## src/rtl/sram_pkg.sv

```systemverilog
// Shared constants and state encoding for the SRAM access controller.
package sram_pkg;

  localparam int ADDR_BITS = 16;
  localparam int DATA_BITS = 32;

  typedef enum logic [2:0] {
    IDLE,
    WR_STROBE,
    WR_HOLD,
    RD_STROBE,
    DONE
  } sram_state_t;

endpackage

```

## src/rtl/sram_access_iface_if.sv

```systemverilog
// Requester-side handshake between the datapath (master) and the SRAM controller (slave).
interface sram_access_iface_if;
  import sram_pkg::*;

  logic                 start;
  logic                 writemode;
  logic [ADDR_BITS-1:0] i_address;
  logic [DATA_BITS-1:0] i_w_data;
  logic [DATA_BITS-1:0] i_r_data;
  logic                 io_done;

  modport master (
    output start, writemode, i_address, i_w_data,
    input  i_r_data, io_done
  );

  modport slave (
    input  start, writemode, i_address, i_w_data,
    output i_r_data, io_done
  );

endinterface

```

## src/rtl/sram_access_iface.sv

```systemverilog
// Single-word access controller: turns a one-shot request into timed strobes
// for an asynchronous SRAM and returns read data with a one-cycle done pulse.
module sram_access_iface
  import sram_pkg::*;
#(
  parameter int WAIT_CYCLES = 2
) (
  input  logic                 clk,
  input  logic                 n_rst,
  sram_access_iface_if.slave   req,
  output logic                 read_enable,
  output logic                 write_enable,
  output logic [ADDR_BITS-1:0] address,
  output logic [DATA_BITS-1:0] w_data,
  input  logic [DATA_BITS-1:0] r_data
);

  localparam int                 CNT_BITS = $clog2(WAIT_CYCLES) + 1;
  localparam logic [CNT_BITS-1:0] CNT_LOAD = CNT_BITS'(WAIT_CYCLES - 1);

  sram_state_t         state;
  sram_state_t         state_nxt;
  logic [CNT_BITS-1:0] wait_cnt;
  logic                start_q;
  logic                request;
  logic                cnt_zero;

  // Only a rising edge seen while idle starts an access; edges while busy are consumed.
  assign request  = req.start & ~start_q & (state == IDLE);
  assign cnt_zero = (wait_cnt == '0);

  always_comb begin
    // NOTE: default first so every path assigns state_nxt and no latch is inferred.
    state_nxt = state;
    case (state)
      IDLE:      if (request) state_nxt = req.writemode ? WR_STROBE : RD_STROBE;
      WR_STROBE: if (cnt_zero) state_nxt = WR_HOLD;
      WR_HOLD:   state_nxt = DONE;
      RD_STROBE: if (cnt_zero) state_nxt = DONE;
      DONE:      state_nxt = IDLE;
      default:   state_nxt = IDLE;
    endcase
  end

  // Strobes and done are decoded from the next state so they are registered
  // and line up exactly with the state they belong to.
  always_ff @(posedge clk or negedge n_rst) begin
    if (!n_rst) begin
      state        <= IDLE;
      start_q      <= 1'b0;
      wait_cnt     <= '0;
      write_enable <= 1'b0;
      read_enable  <= 1'b0;
      req.io_done  <= 1'b0;
      address      <= '0;
      w_data       <= '0;
      req.i_r_data <= '0;
    end else begin
      // NOTE: non-blocking assignments so every register samples pre-edge values.
      state        <= state_nxt;
      start_q      <= req.start;
      write_enable <= (state_nxt == WR_STROBE);
      read_enable  <= (state_nxt == RD_STROBE);
      req.io_done  <= (state_nxt == DONE);

      if (request) begin
        address  <= req.i_address;
        w_data   <= req.i_w_data;
        wait_cnt <= CNT_LOAD;
      end else if ((state == WR_STROBE || state == RD_STROBE) && !cnt_zero) begin
        wait_cnt <= wait_cnt - 1'b1;
      end

      // Last strobe clock: the SRAM output has settled for the full strobe width.
      if (state == RD_STROBE && cnt_zero) begin
        req.i_r_data <= r_data;
      end
    end
  end

endmodule

```

## src/flat_wrapper.sv

```systemverilog
// flat-port wrapper written by rule: the top's interface ports become plain ports
module sram_access_iface_flat import sram_pkg::*;
#(
  parameter int WAIT_CYCLES = 2
)
  (clk, n_rst, read_enable, write_enable, address, w_data, r_data, req_start, req_writemode, req_i_address, req_i_w_data, req_i_r_data, req_io_done);
  sram_access_iface_if req_i ();
  input  logic clk;
  input  logic n_rst;
  output logic read_enable;
  output logic write_enable;
  output logic [ADDR_BITS-1:0] address;
  output logic [DATA_BITS-1:0] w_data;
  input  logic [DATA_BITS-1:0] r_data;
  input wire logic [$bits(req_i.start)-1:0] req_start;
  input wire logic [$bits(req_i.writemode)-1:0] req_writemode;
  input wire logic [$bits(req_i.i_address)-1:0] req_i_address;
  input wire logic [$bits(req_i.i_w_data)-1:0] req_i_w_data;
  output wire logic [$bits(req_i.i_r_data)-1:0] req_i_r_data;
  output wire logic [$bits(req_i.io_done)-1:0] req_io_done;
  assign req_i.start = req_start;
  assign req_i.writemode = req_writemode;
  assign req_i.i_address = req_i_address;
  assign req_i.i_w_data = req_i_w_data;
  assign req_i_r_data = req_i.i_r_data;
  assign req_io_done = req_i.io_done;
  sram_access_iface #(.WAIT_CYCLES(WAIT_CYCLES)) u_core (.clk(clk), .n_rst(n_rst), .req(req_i), .read_enable(read_enable), .write_enable(write_enable), .address(address), .w_data(w_data), .r_data(r_data));
endmodule
```

## config.mk

```make
export PLATFORM = sky130hd
export DESIGN_NAME = sram_access_iface_flat
export DESIGN_NICKNAME = d
export VERILOG_FILES = /design/src/rtl/sram_pkg.sv /design/src/rtl/sram_access_iface_if.sv /design/src/rtl/sram_access_iface.sv /design/src/flat_wrapper.sv
export SDC_FILE = /design/constraint.sdc
export NUM_CORES = 1
export LEC_CHECK = 0
export BUFFER_PORTS_ARGS = -buffer_cell sky130_fd_sc_hd__buf_2
export CAP_MARGIN = 0
export CORE_ASPECT_RATIO = 1.2
export CORE_MARGIN = 4
export CORE_UTILIZATION = 45
export DETAILED_ROUTE_END_ITERATION = 6
export PLACE_DENSITY = 0.87
export SYNTH_ARGS = -nofsm -noshare
export SYNTH_HDL_FRONTEND = slang
export SYNTH_SLANG_ARGS = --single-unit
```

## constraint.sdc

```tcl
create_clock -name clk -period 4.4 [get_ports clk]
set_input_delay 0.66 -clock clk [delete_from_list [all_inputs] [get_ports clk]]
set_output_delay 0.66 -clock clk [all_outputs]
set_load 0.005 [all_outputs]
```

==> results of run 1 <==
-- worst max-delay path, delay by kind of cell, from the launching register on --
kind | cells | cell delay, ns
buf+inv | 1 | 0.43
simple gates | 2 | 1.20
mux | 1 | 0.34
flops | 1 | 0.45
-- cells in the final DEF (no fill, tap or decap), types with 3 or more instances in the layout --
master	n
dfrtp_1	89
buf_2	165
inv_1	3
nand2_1	5
clkbuf_8	10
mux2_2	35
mux2_4	45
nor3b_1	3
buf_4	3
-- Yosys cell counts, types with 2 or more instances --
| library cell | count |
|---|---|
| nand2_1 | 5 |
| dfrtp_1 | 89 |
| clkbuf_1 | 3 |
| inv_1 | 3 |
| mux2_4 | 45 |
| or3_1 | 2 |
| nor3b_1 | 3 |
| buf_6 | 7 |
| mux2_2 | 35 |
-- routing by layer --
| metal | vias up | track usage |
|---|---|---|
| li1 | 1040 | - |
| met1 | 1081 | 0.2018 |
| met2 | 88 | 0.2707 |
| met3 | 14 | 0.02681 |
| met4 | 0 | 0.07234 |
| met5 | - | 0 |
-- final cells by class --
class,instances,area share
Timing Repair Buffer,168,0.1843
Clock inverter,3,0.009244
Tap cell,92,0.02501
Multi-Input combinational cell,102,0.2643
Sequential cell,89,0.4840
Clock buffer,11,0.03072
Inverter,3,0.002447
-- worst paths after layout --
check | from | end | slack [ns] | cells after the start
max | u_core.state[1] | u_core.w_data[24] | 1.84 | 4
min | req_start | u_core.start_q | 0.44 | 1
min reg2reg | u_core.req.i_r_data[9] | u_core.req.i_r_data[9] | 0.50 | 1
max reg2reg | u_core.state[1] | u_core.w_data[24] | 1.84 | 4
min in group asynchronous | n_rst | u_core.w_data[26] | 0.52 | 1
max in group asynchronous | n_rst | u_core.state[2] | 3.19 | 1
-- power by group --
part / internal, uW / total, uW / leakage (uW) / switching (uW)
logic: 765 / 1200 / 0.00132 / 434
registers: 1220 / 1440 / 0.00105 / 213
clock network: 271 / 533 / 0.0000913 / 262
-- per-stage QoR --
step	setup WS [ns]	area, um2	hold slack, ns	total power [uW]
finish	1.844	4602	0.4431	3168
global route	1.742	4602	0.4303	3385
CTS	1.849	4602	0.4248	3213
detailed placement	1.588	4418	0.4876	2668
global placement	1.636	4418	0.4817	2603
floorplan	2.389	3543	0.3644	2125
-- kinds of logic after synthesis --
group / after synthesis / synth area share
multiplexers: 81 / 0.3047
flip-flops: 89 / 0.6285
XOR/XNOR: 1 / 0.002472
AO/OA/AOI/OAI: 3 / 0.004589
buffers and inverters: 13 / 0.02860
adder cells (fa/ha/maj): 1 / 0.003531
AND/OR/NAND/NOR: 16 / 0.02754
-- state kept, by name (all words and copies together) (netlist names) --
name	flops
u_core.wait_cnt	2
u_core.address	16
u_core.req.i_r_data	32
u_core.write_enable	1
u_core.req.io_done	1
u_core.w_data	32
u_core.start_q	1
u_core.read_enable	1
u_core.state	3
==> metrics.md, run 1 <==
| Metric | Value |
|---|---|
| Avg Cell Area, Syn | ~17 um2 |
| Post-synth top area share | 0.6285 |
| Placed Instances | 454 |
| WP data required | 4.61 ns |
| Area of the multi-input gates | 0.001216 mm2 |
| CP max stage cell | or3_2 |
| Worst Hold Class | in2reg |
| Yosys warnings | 0 |
| WS Path Type | reg2reg |
| Final Instance Count excl. Fillers | around 470 |
| Count of state elements after synthesis | just under 90 |
| Max Slew Vio Count | 0 |
| Main synth FF type | dfrtp_1 |
| Vias in the first global route | around 2,400 |
| Layout cell share with drive strength beyond 1 | 0.6995 |
| Clock Sinks | 89 |
| Fin Clk Skew | 0.01382 ns |
| Ys async rst share | 1.000 |
| Final count of negative-setup-slack endpoints | 0 |
| Vias per inst | 4.750 |
| Clock H-tree levels | 3 |
| Arr. time, crit path | around 2.8 ns |
| Chip Width | a little under 90 um |
| Total of max-cap violations | 0 |
| CTS Buf Count | 9 |
| Worst skew pair latency | 0.34 ns |
| Seq/Total Area, Yosys | 0.6285 |
| FF+latch area | approximately 0.0022 mm2 |
| Initial core utilization | 0.4624 |
| Slew @ Worst Pin | 1.081 ns |
| Slew headroom | 0.2796 |
| Post-synth cell types | 21 |
| Max FO, Critical Path | 29 |
| Status | finished, final reports clean |
| Met1 wire length | about 2.9 mm |
| Slowest stage delay, CP | 0.80 ns |
| Setup TNS | 0 ns |
| Drt pass-1 iters | 4 |
| Synth Cell Area | between 0.003 and 0.004 mm2 |
| Drt wl/cell | 15.77 um |
| Area leader, netlist | dfrtp_1 |
| WL met3 | 443 um |
| CTS root buffer | clkbuf_8 |
| Crit-path cells | or3b_1 -> or3_2 -> buf_4 -> mux2_4 |
| Peak Freq | between 0.3 and 0.4 GHz |
| Final wirelength | 7.380 mm |
| Site Rows | 35 |
| DRT antenna net count | 0 |
| RSZ-0062 raised after global routing | no |
| Pwr Density | approximately 690 mW/mm2 |
| Detailed placer's ending HPWL | about 5.4 mm |
| Routability cong. | between 0.7 and 0.8 |
| Max VDD drop | 0.0003321 V |
| Crit start category | flip-flop |
| Vias | between 2,000 and 2,500 |
| Final worst path period share | 0.5809 |
| Bufs on Longest Clock Path | 2 |
| PostCTS Resize Cnt | 0 |
| Final min period | between 2 and 3 ns |
| # IOs | around 170 |
| Postcts setup bufs | 0 |
| CP Capture Type | flip-flop |
| Die area | 0.009364 mm2 |
| Hold buffers post-CTS | 0 |
| First-pass GRT wire length | ~12 mm |
| I/O Buffers | about 170 |
| Initial antenna violation count | 0 |
| Clock slew at reported path FFs | roughly 0.080 ns |
| Total global-route track usage | 0.1618 |
| Core area | approximately 0.0077 mm2 |
| Pin count of the biggest net entering global routing | 90 |
| ANT cells | 0 |
| # DRC | 0 |
| LEAKAGE | approximately 0.0025 uW |
| Die Y | approximately 110 um |
| Core Util, Final | 0.6005 |
| Overflow after GRT | 0 |
| Layout area overhead | 29.87% |
| Max Used Layer | met4 |
| Filler Cells Inserted | 611 |
| CTS tree | built |
| Hold Fails Final Rpt | 0 |
| WL met2 | around 4 mm |
| NumNets Final | between 400 and 500 |
| Synth Instances | 204 |
| EDFF count, synth | 0 |
| Post-synth net total | just under 300 |
| DR iter-0 viols | 81 |
| Largest cells by area after synthesis | dfrtp_1 63%, mux2_4 19%, mux2_2 11%, buf_6 2.2%, nor3b_1 0.64% |
(Power assumes the default switching activity.)
==> run 2, diff against run 1 <==
--- a/config.mk
+++ b/config.mk
@@ -5,13 +5,14 @@
 export SDC_FILE = /design/constraint.sdc
 export NUM_CORES = 1
 export LEC_CHECK = 0
+export ABC_AREA = 1
 export BUFFER_PORTS_ARGS = -buffer_cell sky130_fd_sc_hd__buf_2
 export CAP_MARGIN = 0
 export CORE_ASPECT_RATIO = 1.2
 export CORE_MARGIN = 4
-export CORE_UTILIZATION = 45
+export CORE_UTILIZATION = 41
 export DETAILED_ROUTE_END_ITERATION = 6
-export PLACE_DENSITY = 0.87
+export PLACE_DENSITY = 0.84
 export SYNTH_ARGS = -nofsm -noshare
 export SYNTH_HDL_FRONTEND = slang
 export SYNTH_SLANG_ARGS = --single-unit
==> constraint.sdc (replaced) <==
create_clock -name clk -period 2.08 [get_ports clk]
set_input_delay 0.312 -clock clk [delete_from_list [all_inputs] [get_ports clk]]
set_output_delay 0.312 -clock clk [all_outputs]
set_load 0.005 [all_outputs]
==> metrics.md, run 2 <==
| Metric | Value |
|---|---|
| Status | finished, final reports clean |
| Routability cong. | 0.7331 (-0.76%) |
| Power, Total | 6323 uW (+100%) |
| WL met3 | 515 um (+16%) |
| Site Rows | 36 (+2.9%) |
| DR iter-0 viols | 79 (-2.5%) |
| Combinational fraction of design power | 0.338 (-0.040) |
| Crit-path cells | inv_1 -> ha_1 -> nor2_1 -> nand2_1 -> nand2_2 -> nand2_1 -> o21ai_1 |
| Core Util, Final | 0.5653 (-0.03517) |
| Slew @ Worst Pin | 0.3628 ns (-0.7179 ns) |
| First-pass GRT wire length | 12.12 mm (+3.1%) |
| Total of max-cap violations | 0 (unchanged) |
| Layout cell share with drive strength beyond 1 | 0.3511 (-0.3484) |
| Clock Sinks | 89 (unchanged) |
| I/O Buffers | 166 (unchanged) |
| Chip Width | 92.08 um (+3.5%) |
| Die area | 0.01003 mm2 (+7.1%) |
| Max Slew Vio Count | 0 (unchanged) |
| Commonest non-fill, non-tap cells in the layout | 165 x buf_2, 89 x dfrtp_1, 85 x inv_1, 85 x nand2_1, 57 x o21ai_1 |
| Post-synth cell types | 19 (-9.5%) |
| Post-synth top area share | 0.6403 (+0.01176) |
| Bufs on Longest Clock Path | 2 (unchanged) |
| Main synth FF type | dfrtp_1 |
| Final min period | 1.369 ns (-1.187 ns) |
| Hold Fails Final Rpt | 0 (unchanged) |
| RSZ-0062 raised after global routing | no |
| Synth Area in Simple Gates | 0.1151 (+0.08757) |
| Pwr Density | 1364 mW/mm2 (+98%) |
| Switching power | 2096 uW (+130%) |
| Buf+Inv Stages, Crit Path | 1 (unchanged) |
| Most frequent cell after synthesis | dfrtp_1 |
| Final wirelength | 7.568 mm (+2.5%) |
| Slowest stage delay, CP | 0.36 ns (-0.44 ns) |
| Peak Freq | 0.7304 GHz (+87%) |
| WP data required | 2.35 ns (-2.26 ns) |
| Die Y | 108.9 um (+3.5%) |
| Arr. time, crit path | 1.64 ns (-1.13 ns) |
| CTS Buf Count | 9 (unchanged) |
| Max Used Layer | met4 |
| Synth Area in Adders | 0.003597 (+0.00006605) |
| Sequential Power Share | 0.470 (+0.017) |
| Final worst path period share | 0.6582 (+0.07734) |
| Yosys warnings | 0 (unchanged) |
| Synth Instances | 375 (+84%) |
| Crit start category | flip-flop |
| CP Capture Type | flip-flop |
| Drt pass-1 iters | 4 (unchanged) |
| Layout area overhead | 33.24% |
| Worst Hold Class | in2reg |
| Vias in the first global route | 2,752 (+13%) |
| LEAKAGE | 0.002779 uW (+13%) |
| Clk network pwr share | 0.192 (+0.024) |
| Hold Crit Depth | 1 (unchanged) |
| Hold Path Sink | u_core.start_q |
| Largest regs | u_core.req.i_r_data x32, u_core.w_data x32, u_core.address x16 |
| # IOs | 167 (unchanged) |
| Clock H-tree levels | 3 (unchanged) |
| ANT cells | 0 (unchanged) |
| DRT antenna net count | 0 (unchanged) |
| Final count of negative-setup-slack endpoints | 0 (unchanged) |
| Largest cells by area after synthesis | dfrtp_1 64%, inv_1 9.2%, nand2_1 9.2%, o21ai_1 8.2%, o21ai_0 3.5% |
| Main combinational cell family by area after synthesis | buffers and inverters |
| HP Start | req_start |
| Total global-route track usage | 0.1525 (-0.009267) |
| Max FO, Critical Path | 5 (-83%) |
| Post-Synth XOR/XNOR Area | 0 (-0.002472) |
| Crit Reg-Reg Startpoint | u_core.wait_cnt[0] |
| R2R setup slack | 0.71 ns (-1.13 ns) |
| Initial antenna violation count | 0 (unchanged) |
| Met1 wire length | 2.940 mm (+2.7%) |
| Mux contribution to synthesized area | 0 (-0.3047) |
| Initial core utilization | 0.4243 (-0.03807) |
| Max VDD drop | 0.0005560 V (+67%) |
| WL met2 | 4.022 mm (+3.1%) |
| Overflow after GRT | 0 (unchanged) |
| Vias per inst | 4.348 (-8.5%) |
| Fin Clk Skew | 0.005506 ns (-0.008319 ns) |
| Vias | 2,861 (+29%) |
| Internal power | 4227 uW (+87%) |
| Sw Share | 0.3315 (+0.04483) |
| WS Path Type | reg2reg |
| RR Endpoint | u_core.wait_cnt[0] |
| Core area | 0.008198 mm2 (+7.0%) |
| Detailed placer's ending HPWL | 5.841 mm (+7.7%) |
| Slew headroom | 0.7582 (+0.4786) |
| Worst skew pair latency | 0.34 ns (about the same) |
| Drt wl/cell | 11.50 um (-27%) |
| Postcts setup bufs | 0 (unchanged) |
| Synth Area in Compound Gates | 0.1187 (+0.1141) |
| Reg2Reg Depth | 7 (+3) |
| Seq/Total Area, Yosys | 0.6403 (+0.01176) |
| Most common cell after layout, fill and taps aside | buf_2 |
| Most frequent CP cell | nand2_1 |
| CP max stage cell | dfrtp_1 |
| Synth cell count leaders | 89 x dfrtp_1, 85 x inv_1, 85 x nand2_1 |
| Post-synth net total | 460 (+59%) |
| Synth Cell Area | 0.003478 mm2 (-1.8%) |
| Ys async rst share | 1.000 (unchanged) |
| Cell family with most CP delay | simple AND/OR/NAND/NOR gates |
| Pin count of the biggest net entering global routing | 99 (+10%) |
| Area leader, netlist | dfrtp_1 |
| Count of state elements after synthesis | 89 (unchanged) |
| Avg Cell Area, Syn | 9.276 um2 (-47%) |
| EDFF count, synth | 0 (unchanged) |
| CTS tree | built |
| Setup TNS | 0 ns (unchanged) |
| Clock slew at reported path FFs | 0.08 ns (about the same) |
| # DRC | 0 (unchanged) |
| CTS root buffer | clkbuf_8 |
| NumNets Final | 626 (+37%) |
run 2: cell types whose count changed after synthesis, moves of 10 or more:
cell,delta
mux2_2,-35
nand2_1,+80
mux2_4,-45
inv_1,+82
o21ai_0,+23
buf_2,+10
o21ai_1,+57
run 2: metal layers:
layer  vias up  GRT usage
li1       1456          -
met1      1303     0.1667
met2        90     0.2771
met3        12    0.04624
met4         0    0.06051
met5         -          0
run 2: area by class of cell:
| type | count | area, um2 |
|---|---|---|
| Tap cell | 114 | 142.6 |
| Multi-Input combinational cell | 182 | 825.8 |
| Clock inverter | 4 | 70.07 |
| Timing Repair Buffer | 171 | 910.9 |
| Inverter | 88 | 330.3 |
| Clock buffer | 10 | 127.6 |
| Sequential cell | 89 | 2227 |
| Fill cell | 760 | 3563 |
run 2: cell families (layout without fill, tap and decap cells):
group,after synthesis,in the layout
buf+inv,104,273
simple gates,99,99
compound gates,82,82
flops,89,89
fa+ha+maj,1,1
run 2: through the flow:
| stage | std cells | instance area [um2] | hold slack [ns] | setup WS (ns) |
|---|---|---|---|---|
| after global routing | 658 | 4634 | 0.06392 | 0.6270 |
| after global placement | 643 | 4427 | 0.1616 | 0.7657 |
| final | 658 | 4634 | 0.08428 | 0.7109 |
| after CTS | 658 | 4634 | 0.06607 | 0.7071 |
| after floorplan | 375 | 3478 | 0.01641 | 0.8712 |
| after detailed placement | 643 | 4427 | 0.1655 | 0.7296 |
run 2: power groups by stage:
stage | sequential, uW | combinational (uW) | clock, uW
2_1_floorplan | 3060 | 991 | 0
3_3_place_gp | 2970 | 2080 | 0
3_5_place_dp | 2990 | 2200 | 0
4_1_cts | 2980 | 2200 | 1260
5_1_grt | 3070 | 2430 | 1320
6_report | 2970 | 2140 | 1220
run 2: worst max path at each step:
stage | end | slack [ns] | from | cells past startpoint
after floorplan | u_core.req.i_r_data[13] | 0.87 | u_core.wait_cnt[0] | 6
after global placement | u_core.wait_cnt[0] | 0.77 | req_start | 8
after detailed placement | u_core.wait_cnt[0] | 0.73 | u_core.wait_cnt[0] | 7
after CTS | u_core.wait_cnt[0] | 0.71 | u_core.wait_cnt[0] | 7
after global routing | u_core.wait_cnt[0] | 0.63 | u_core.wait_cnt[0] | 7
final | u_core.wait_cnt[0] | 0.71 | u_core.wait_cnt[0] | 7
run 2: worst register-to-register path, cell delays in order (launching register included):
cell and delay (ns):
dfrtp_1 0.36, inv_1 0.06, ha_1 0.24, nor2_1 0.24, nand2_1 0.12, nand2_2 0.14, nand2_1 0.06, o21ai_1 0.07
run 2: what timing repair did:
item                                    4_1_cts  5_1_grt
endpoints found under the setup margin        0        0
hold endpoints to repair                     11        0
hold buffers                                  1        0
resized for setup                             0        0
